`src/rtl/aes_key_pkg.sv`:
```
`default_nettype none
// ============================================================================
// Package  : aes_key_pkg
// Purpose  : Shared AES-128 key-schedule definitions: round count, 32-bit
//            word type, schedule FSM state encoding and the RCON byte table.
// Revision : 1.0 - initial release
// ============================================================================
package aes_key_pkg;

  localparam int NR_AES128 = 10;

  typedef logic [31:0] word_t;

  typedef enum logic [1:0] {
    IDLE = 2'd0,
    EMIT = 2'd1,
    DONE = 2'd2
  } ks_state_t;

  // Round constant byte for round 1..10. Index 0 is never used by the
  // inverse step (round 0 has no predecessor) and returns 0.
  function automatic logic [7:0] rcon_byte(input logic [3:0] round);
    logic [7:0] rc;
    case (round)
      4'd1:    rc = 8'h01;
      4'd2:    rc = 8'h02;
      4'd3:    rc = 8'h04;
      4'd4:    rc = 8'h08;
      4'd5:    rc = 8'h10;
      4'd6:    rc = 8'h20;
      4'd7:    rc = 8'h40;
      4'd8:    rc = 8'h80;
      4'd9:    rc = 8'h1b;
      4'd10:   rc = 8'h36;
      default: rc = 8'h00;
    endcase
    return rc;
  endfunction

endpackage
`default_nettype wire

```
`src/rtl/inv_xorkey_words.sv`:
```
`default_nettype none
// ============================================================================
// Module   : inv_xorkey_words
// Purpose  : One combinational step of the inverse AES-128 key expansion.
//            Un-chains the word XORs of round key r to recover words 1..3 of
//            round key r-1, exposes RotWord of the recovered last word to the
//            external S-box, and strips the G-function from word 0 using the
//            returned SubWord and the round constant of round r.
// Ports    : key       in  128  round-r key {a0,a1,a2,a3}, a0 in [127:96]
//            sub_word  in  32   SubWord(rot_word) from the external S-box
//            rcon      in  8    RCON[r]
//            prev_key  out 128  round-(r-1) key {b0,b1,b2,b3}
//            rot_word  out 32   RotWord(b3), source for the S-box request
// Revision : 1.0 - initial release
// ============================================================================
module inv_xorkey_words
  import aes_key_pkg::*;
(
  input  logic [127:0] key,
  input  word_t        sub_word,
  input  logic [7:0]   rcon,
  output logic [127:0] prev_key,
  output word_t        rot_word
);

  word_t a0, a1, a2, a3;
  word_t b0, b1, b2, b3;

  assign a0 = key[127:96];
  assign a1 = key[95:64];
  assign a2 = key[63:32];
  assign a3 = key[31:0];

  // Forward step was a_i = b_i ^ a_(i-1); undo it from the top word down.
  assign b3 = a3 ^ a2;
  assign b2 = a2 ^ a1;
  assign b1 = a1 ^ a0;

  // b3 is available before the S-box lookup, which is what lets the whole
  // step close in a single cycle through the external S-box.
  assign rot_word = {b3[23:0], b3[31:24]};

  assign b0 = a0 ^ sub_word ^ {rcon, 24'h000000};

  assign prev_key = {b0, b1, b2, b3};

endmodule
`default_nettype wire

```
`src/rtl/inv_key_sched.sv`:
```
`default_nettype none
// ============================================================================
// Module   : inv_key_sched
// Purpose  : Sequential AES-128 inverse key schedule. Captures the round-NR
//            key and presents round keys NR down to 0, one per accepted
//            handshake, using an external combinational S-box for SubWord.
// Ports    : clk_i        in  1    clock, rising edge
//            rst_n        in  1    asynchronous active-low reset
//            abort_i      in  1    (INV_KEY_ABORT_EN only) abandon the walk
//            start_i      in  1    begin a walk, sampled only in IDLE
//            key_last_i   in  128  round-NR key, captured on accepted start
//            key_ready_i  in  1    consumer accepts current round key
//            sub_word_i   in  32   SubWord(sub_word_o) from external S-box
//            sub_word_o   out 32   RotWord request to the external S-box
//            key_valid_o  out 1    key_round_o/round_o valid
//            key_round_o  out 128  current round key (0 when not valid)
//            round_o      out 4    round index (0 when not valid)
//            busy_o       out 1    walk in progress (EMIT or DONE)
//            done_o       out 1    pulse after round-0 key accepted
// Config   : INV_KEY_ABORT_EN - adds abort_i; abort has priority over
//            key_ready_i and returns to IDLE without a done_o pulse.
// Revision : 1.0 - initial release
// ============================================================================
module inv_key_sched
  import aes_key_pkg::*;
#(
  parameter int NR = NR_AES128
) (
  input  logic         clk_i,
  input  logic         rst_n,
`ifdef INV_KEY_ABORT_EN
  input  logic         abort_i,
`endif
  input  logic         start_i,
  input  logic [127:0] key_last_i,
  input  logic         key_ready_i,
  input  word_t        sub_word_i,
  output word_t        sub_word_o,
  output logic         key_valid_o,
  output logic [127:0] key_round_o,
  output logic [3:0]   round_o,
  output logic         busy_o,
  output logic         done_o
);

  localparam logic [3:0] NR_INIT = 4'(NR);

  ks_state_t    state_q, state_d;
  logic [127:0] key_q, key_d;
  logic [3:0]   round_q, round_d;
  logic [127:0] prev_key;
  word_t        rot_word;
  logic         abort;

`ifdef INV_KEY_ABORT_EN
  assign abort = abort_i;
`else
  assign abort = 1'b0;
`endif

  inv_xorkey_words u_step (
    .key      (key_q),
    .sub_word (sub_word_i),
    .rcon     (rcon_byte(round_q)),
    .prev_key (prev_key),
    .rot_word (rot_word)
  );

  always_ff @(posedge clk_i or negedge rst_n) begin
    if (!rst_n) begin
      state_q <= IDLE;
      key_q   <= '0;
      round_q <= '0;
    end else begin
      state_q <= state_d;
      key_q   <= key_d;
      round_q <= round_d;
    end
  end

  always_comb begin
    state_d = state_q;
    key_d   = key_q;
    round_d = round_q;
    case (state_q)
      IDLE: begin
        if (start_i) begin
          key_d   = key_last_i;
          round_d = NR_INIT;
          state_d = EMIT;
        end
      end
      EMIT: begin
        if (abort) begin
          state_d = IDLE;
        end else if (key_ready_i) begin
          if (round_q != 4'd0) begin
            key_d   = prev_key;
            round_d = round_q - 4'd1;
          end else begin
            state_d = DONE;
          end
        end
      end
      DONE: begin
        state_d = IDLE;
      end
      default: begin
        state_d = IDLE;
      end
    endcase
  end

  // Outputs are gated by state so IDLE/DONE never leak the stale key.
  assign key_valid_o = (state_q == EMIT);
  assign key_round_o = key_valid_o ? key_q   : '0;
  assign round_o     = key_valid_o ? round_q : '0;
  assign sub_word_o  = key_valid_o ? rot_word : '0;
  assign busy_o      = (state_q == EMIT) || (state_q == DONE);
  assign done_o      = (state_q == DONE) && !abort;

endmodule
`default_nettype wire

```
`config.mk`:
```
export PLATFORM = sky130hd
export DESIGN_NAME = inv_key_sched
export DESIGN_NICKNAME = d
export VERILOG_FILES = /design/src/rtl/aes_key_pkg.sv /design/src/rtl/inv_xorkey_words.sv /design/src/rtl/inv_key_sched.sv
export SDC_FILE = /design/constraint.sdc
export NUM_CORES = 1
export LEC_CHECK = 0
export CORE_ASPECT_RATIO = 1.2
export CORE_UTILIZATION = 35
export DETAILED_ROUTE_END_ITERATION = 8
export PLACE_DENSITY_LB_ADDON = 0.25
export SLEW_MARGIN = 20
export SYNTH_ARGS = -nofsm -noshare
export SYNTH_HDL_FRONTEND = slang
export SYNTH_SLANG_ARGS = --single-unit
export TNS_END_PERCENT = 1
```
`constraint.sdc`:
```
create_clock -name clk_i -period 3.26 [get_ports clk_i]
set_clock_uncertainty 0.15 [all_clocks]
set_input_delay 0.652 -clock clk_i [delete_from_list [all_inputs] [get_ports clk_i]]
set_output_delay 0.652 -clock clk_i [all_outputs]
set_load 0.05 [all_outputs]
```
### Word level (Yosys, flattened, before mapping)

Memories as Yosys holds them, arrays and structs flattened.
Index checks and enable logic that the tools add are counted.

| operators by class | value |
|---|---|
| reductions and logical operators | 6 |
| bitwise logic cells | 5 |
| eq/ne operators | 6 |
| multiplexer cells | 15 |
| $add $sub $neg | 1 |

Operators by type and width:

| cell | count |
|---|---|
| 128-bit two-way mux | 4 |
| 128-bit case mux with 2 select lines | 1 |
| 32-bit bitwise XOR | 5 |
| 32-bit two-way mux | 1 |
| 4-bit two-way mux | 4 |
| 4-bit case mux with 2 select lines | 1 |
| 2-bit two-way mux | 3 |
| 2-bit inequality test (second input constant) | 3 |
| 2-bit case mux with 2 select lines | 1 |
| 4-bit AND reduction | 1 |
| 4-bit nonzero test | 1 |
| 4-bit by 1-bit subtractor with 4-bit output (second input constant) | 1 |
| 3-bit AND reduction | 1 |
| 2-bit by 1-bit equality test with 1-bit output (second input constant) | 1 |
| 2-bit equality test (second input constant) | 1 |
| 2-bit logical NOT | 1 |
| 2-bit by 1-bit inequality test with 1-bit output (second input constant) | 1 |
| 2-bit nonzero test | 1 |
| 1-bit logical OR | 1 |

| word-level totals | value |
|---|---|
| register bits | 134 |
| word-level logic and storage cells | 37 |
| memories kept | 1 |
| bits in read-only memories | 128 |
| input port bits | 164 |
| output and inout port bits | 167 |

Memory list:

| name | depth | bits a word | rd ports | clocked after Yosys merged registers in | wr ports | RTL line | source |
|---|---|---|---|---|---|---|---|
| (no name shown) | 16 | 8 | 1 | 0 | 0 | aes_key_pkg.sv:24 | `case (round)` |

### Logic depth before layout (Yosys ltp)

| depth | value |
|---|---|
| word-level depth | 5 |
| depth in mapped cells | 9 |
| mapped depth without buffers | 6 |

### Hierarchy

A second synthesis with hierarchy kept.

| second synthesis, totals | value |
|---|---|
| cell total of the unflattened synthesis | 1,616 |
| area total of the unflattened synthesis | 14,028.5 um^2 |

Modules (own cells, without submodules):

| module | sequential area each (um^2) | area an instance (um^2) | cells each | times used |
|---|---|---|---|---|
| inv_key_sched | 3,353.2 | 12,547.0 | 1,456 | 1 |
| inv_xorkey_words | 0.0 | 1,481.4 | 160 | 1 |

### Worst setup path after synthesis

No wires, ideal clock.

| timing | value |
|---|---|
| path type | register to output |
| from | register state_q[1] |
| to | output key_round_o[121] |
| slack | -0.120 ns |
| cell stages (with the launch flop) | 10 |
| required time | 2.458 ns |
| arrival time | 2.578 ns |
| path buffers | 5 |
| cell sequence | dfrtp_1 inv_1 ha_1 buf_2 inv_2 buf_2 buf_2 buf_2 buf_2 nor2_1 |

| between the ends | value |
|---|---|
| longest elaborated chain between the ends | 2 |

Ends and longest elaborated chain:

| element | RTL line | source |
|---|---|---|
| from (decl) | inv_key_sched.sv:48 | `ks_state_t state_q, state_d;` |
| from (signal assigned) | inv_key_sched.sv:75 | `state_q <= state_d;` |
| 2-bit by 1-bit equality test with 1-bit output | inv_key_sched.sv:115 | `assign key_valid_o = (state_q == EMIT);` |
| named net key_valid_o | inv_key_sched.sv:39 | `output logic key_valid_o,` |
| 128-bit two-way mux | inv_key_sched.sv:116 | `assign key_round_o = key_valid_o ? key_q : '0;` |
| to (decl) | inv_key_sched.sv:40 | `output logic [127:0] key_round_o,` |

The timed path passes the listed nets, and every way through them passes these cells.

### Final worst setup path

| timing | value |
|---|---|
| from | register state_q[1] |
| to | output key_round_o[112] |

| between the ends | value |
|---|---|
| longest elaborated chain between the ends | 2 |

Ends and longest elaborated chain:

| element | RTL line |
|---|---|
| 2-bit by 1-bit equality test with 1-bit output | inv_key_sched.sv:115 |
| 128-bit two-way mux | inv_key_sched.sv:116 |

No other way between the ends.

==> results list <==
- Number of synthesis warnings: 0
- In the final routed layout, each cell accounts on average for about 21 um.
- Transition at the pin with the smallest max-transition slack: roughly 0.63 ns
- Derived from the worst setup path, the maximum achievable clock frequency is between 300 and 400 MHz.
- Number of clock sinks: approximately 130
- Top cell family by delay on the critical path: buffers and inverters
* Gpl congestion: roughly 0.83
* GRT Overall Usage: a little over a quarter
- Final min period: about 3.2 ns
- Startpoint type of the worst setup path: register
- Initial core utilization: 35.8%
- Footprint of the flip-flops and latches: roughly 3400 um2
- Synth cell types: 50
- Multi-input logic area: approximately 5100 um2
- The final layout contains routed wiring with a total length of 34400 um.
- Clock-pin transition on the worst setup and hold timing paths: 0.07 ns
- The count of pins over their slew limit is 0.
- Root Buffer: sky130_fd_sc_hd__clkbuf_16
* Count of placed standard cells including taps: approximately 1600
- Post-synthesis xor/xnor area fraction: between 3 and 4%
- Final clock period utilization by the worst path: between 90% and 100%
* RSZ-0062 raised after global routing: no
- The placed instances occupy a cell area of about 14000 um2.
- For this run, the leading register cell type out of synthesis is sky130_fd_sc_hd__dfrtp_1.
- Sequential share of the synthesized area: a little under two fifths
* Number of violations of the max-capacitance limit: 0
- The tightest min-delay check is of the in -> async type.
- Clock buffer depth: 2
* Area of the die: about 26000 um2
* Via count normalized by instance count: between 5 and 6
- From synthesis to final layout, the design area changed by 61.4%.
- First-pass GRT wire length: ~52000 um
- Synthesized instance count: 979
- After synthesis the cells add up to about 8900 um2.
- Slowest CP cell: sky130_fd_sc_hd__clkdlybuf4s50_1
- The detailed router finished its first iteration with 589 violations.
- Summing the areas of all compound-gate instances in the mapped netlist gives a little over a fifth of the synthesized area.
- Of all nets on the critical path, the largest fanout is 14.
* Insertion delay to the later sink of the worst-skew pair: about 0.42 ns
* Mean instance size in the synthesized netlist: just over 9 um2
- The detailed router placed just under 9000 vias in this run.
* Critical register-to-register path startpoint: state_q[1]
- The worst register-to-register path has a depth of 8.
- In this run, post-CTS hold repair placed 0 buffers.
* Die height: between 150 and 200 um
* Port Buf Inserts: between 300 and 400
- After synthesis, the share of flip-flops with an asynchronous set or reset is 100%.
- The floorplan has 63 rows.
- Max_slew headroom: 57.6%
- Static leakage: 6.13 nW
* Peak supply drop: 0.840 mV
- Horizontal extent of the die: about 150 um
- The filler cells instantiated in the layout total around 2100.
- Status: complete, no violations
- #FFs+latches synth: roughly 130
* Final setup violating endpoints: 0
- ANT nets after route: 0
- Count of buffering cells on the critical path with inverters included: 3
- Post-Synth Simple-Gate Area: between 20% and 30%
- Total I/O pin count: approximately 330
- Post-DP HPWL: ~24000 um
- Of the cells placed in the final design, the portion with a size suffix greater than 1 is 20.0%.
- Combinational family with the most area after synthesis: simple AND/OR/NAND/NOR gates
* Length of the first detailed-routing pass in iterations: 5
- Filler-free cell count of the finished design: about 1600
- Data arrives at the worst endpoint at ~2.4 ns.
- Largest net degree at the start of global routing: 66
* Gr ovfl total: 0
- Number of antenna violations at the first check in global routing: 4
- The number of endpoints with negative hold slack in the final report came to 0.
- Core Region: roughly 25000 um2
- TritonCTS clock tree: built
- Adder and majority gate portion of the synthesized area: between 1 and 1.5%
* Design Area, Final: between 10000 and 15000 um2
- For this run, the slowest stage of the critical path takes between 0.7 and 0.8 ns.
- Post-Synthesis Net Count: 1151
* Final net count: between 1000 and 1500
- Data on the critical path is required at its endpoint by 2.46 ns.
- For this design the ratio of total power to cell area is between 1000 and 1500 nW/um2.
* Via count of the first global-routing pass: 8886
- Count of buffers added by post-CTS timing repair for setup: 0
* Total DRC errors in the routed layout: 0
- The endpoint identified for the worst register-to-register timing path is key_q[127].
* Endpoint type of the worst setup path: output pin
- In this run, CTS created clock tree buffers numbering 17.
- Proportion of synthesized area in mux cells: 5.63%
- The H-tree was split into 4 levels.
- In this run, synthesis inferred 0 flip-flops with an integrated enable.
* Reg-to-reg setup timing slack: 0.45 ns
* Final sum of negative setup slack: 0 ns
* Cells along the critical path: inv_1 > ha_4 > buf_4 > and2_1 > clkdlybuf4s50_1
- Path type of the worst setup path: reg -> out
==> routing by layer <==
metal  share of wire (%)  GRT usage (%)  up-vias  wire, um
li1                    -              -     4176         -
met1                  43           34.3     4338     14600
met2                  47           41.8      369     16100
met3                 7.9           6.80       47      2730
met4                 2.6           9.36        4       890
met5               0.084              0        -        29
==> through the flow <==
| step | power (mW) | hold WS [ns] | setup WS [ns] | util, % |
|---|---|---|---|---|
| 2_1_floorplan | 11.4 | 0.206 | -0.120 | - |
| 5_1_grt | 20.3 | 0.0953 | 0.00447 | 57.8 |
| 6_report | 19.3 | 0.0653 | 0.108 | 57.8 |
| 4_1_cts | 19.4 | 0.0858 | 0.0459 | 57.5 |
| 3_3_place_gp | 17.1 | 0.381 | 0.503 | 55.0 |
| 3_5_place_dp | 17.3 | 0.389 | 0.422 | 55.0 |
==> layout by cell type (no fill, tap or decap), types with 32 or more instances in the layout <==
master	instances
sky130_fd_sc_hd__nor2_1	84
sky130_fd_sc_hd__dfrtp_1	134
sky130_fd_sc_hd__a22oi_1	49
sky130_fd_sc_hd__clkdlybuf4s50_1	173
sky130_fd_sc_hd__buf_4	41
sky130_fd_sc_hd__nor4_1	88
sky130_fd_sc_hd__mux2i_1	50
sky130_fd_sc_hd__and2_1	151
sky130_fd_sc_hd__o21ai_0	79
sky130_fd_sc_hd__xnor2_1	36
sky130_fd_sc_hd__nand2_1	41
sky130_fd_sc_hd__buf_12	126
sky130_fd_sc_hd__a221o_1	32
sky130_fd_sc_hd__o221a_2	40
==> registers in the layout, summed over array words and instances, names as in the netlist <==
register,flops
key_q,128
round_q,4
state_q,2
==> report_power, final <==
| group | switching, mW | total, mW | internal [mW] |
|---|---|---|---|
| Combinational | 7.47 | 13.4 | 5.91 |
| Sequential | 1.31 | 3.84 | 2.53 |
| Clock | 0.850 | 2.10 | 1.25 |
==> Yosys cell counts, drive strengths merged (3+ instances only) <==
library cell | number | area (um2)
a31oi | 5 | 46.3
clkbuf | 48 | 180
nor4 | 88 | 551
a21oi | 4 | 20.0
mux2i | 50 | 500
nand2b | 5 | 31.3
o221a | 40 | 450
inv | 11 | 41.3
o211a | 3 | 30.0
o21ai | 94 | 470
and2 | 158 | 988
nand3b | 3 | 22.5
nor2 | 84 | 315
nand2 | 42 | 158
a221o | 32 | 320
dfrtp | 134 | 3350
xnor2 | 36 | 315
nand3 | 3 | 15.0
and3b | 5 | 46.3
nor3 | 3 | 20.0
or3 | 5 | 31.3
a22oi | 49 | 368
a211o | 3 | 26.3
buf | 45 | 277
ha | 8 | 100
==> worst reg2reg max path, cell delays in order, from the launching register on <==
cell and delay, ns:
sky130_fd_sc_hd__dfrtp_1 0.40, sky130_fd_sc_hd__inv_1 0.12, sky130_fd_sc_hd__ha_4 0.29, sky130_fd_sc_hd__buf_4 0.45
sky130_fd_sc_hd__nand2_4 0.32, sky130_fd_sc_hd__o31ai_4 0.28, sky130_fd_sc_hd__buf_4 0.37, sky130_fd_sc_hd__o22a_1 0.22
sky130_fd_sc_hd__o311a_1 0.15
==> cell families after synthesis <==
logic type      Yosys count
fa+ha+maj                 8
xor+xnor                 37
compound gates          242
flops                   134
buf+inv                 104
mux                      50
simple gates            404
==> area by class of cell <==
class	count	area share [%]
well taps	325	2.84
inverters	11	0.297
diodes	3	0.0523
flip-flops and latches	134	23.4
repair buffers	362	33.7
clock buffers	18	3.06
clock inverters	14	1.30
multi-input cells	741	35.4
==> timing repair <==
item / 4_1_cts / 5_1_grt
gates resized for setup: 0 / 21
setup endpoints to repair: 0 / 21
hold endpoints to repair: 0 / 0
==> worst max path at each step <==
stage / from / to / slack, ns / depth (start not counted)
global route: state_q[1] / key_round_o[112] / 0.004 / 5
floorplan: state_q[1] / key_round_o[121] / -0.12 / 9
detailed placement: state_q[1] / key_q[127] / 0.42 / 8
CTS: state_q[1] / key_round_o[66] / 0.05 / 5
global placement: state_q[1] / key_q[124] / 0.50 / 7
finish: state_q[1] / key_round_o[112] / 0.11 / 5
No activity file was read; power rests on OpenSTA's default activity.
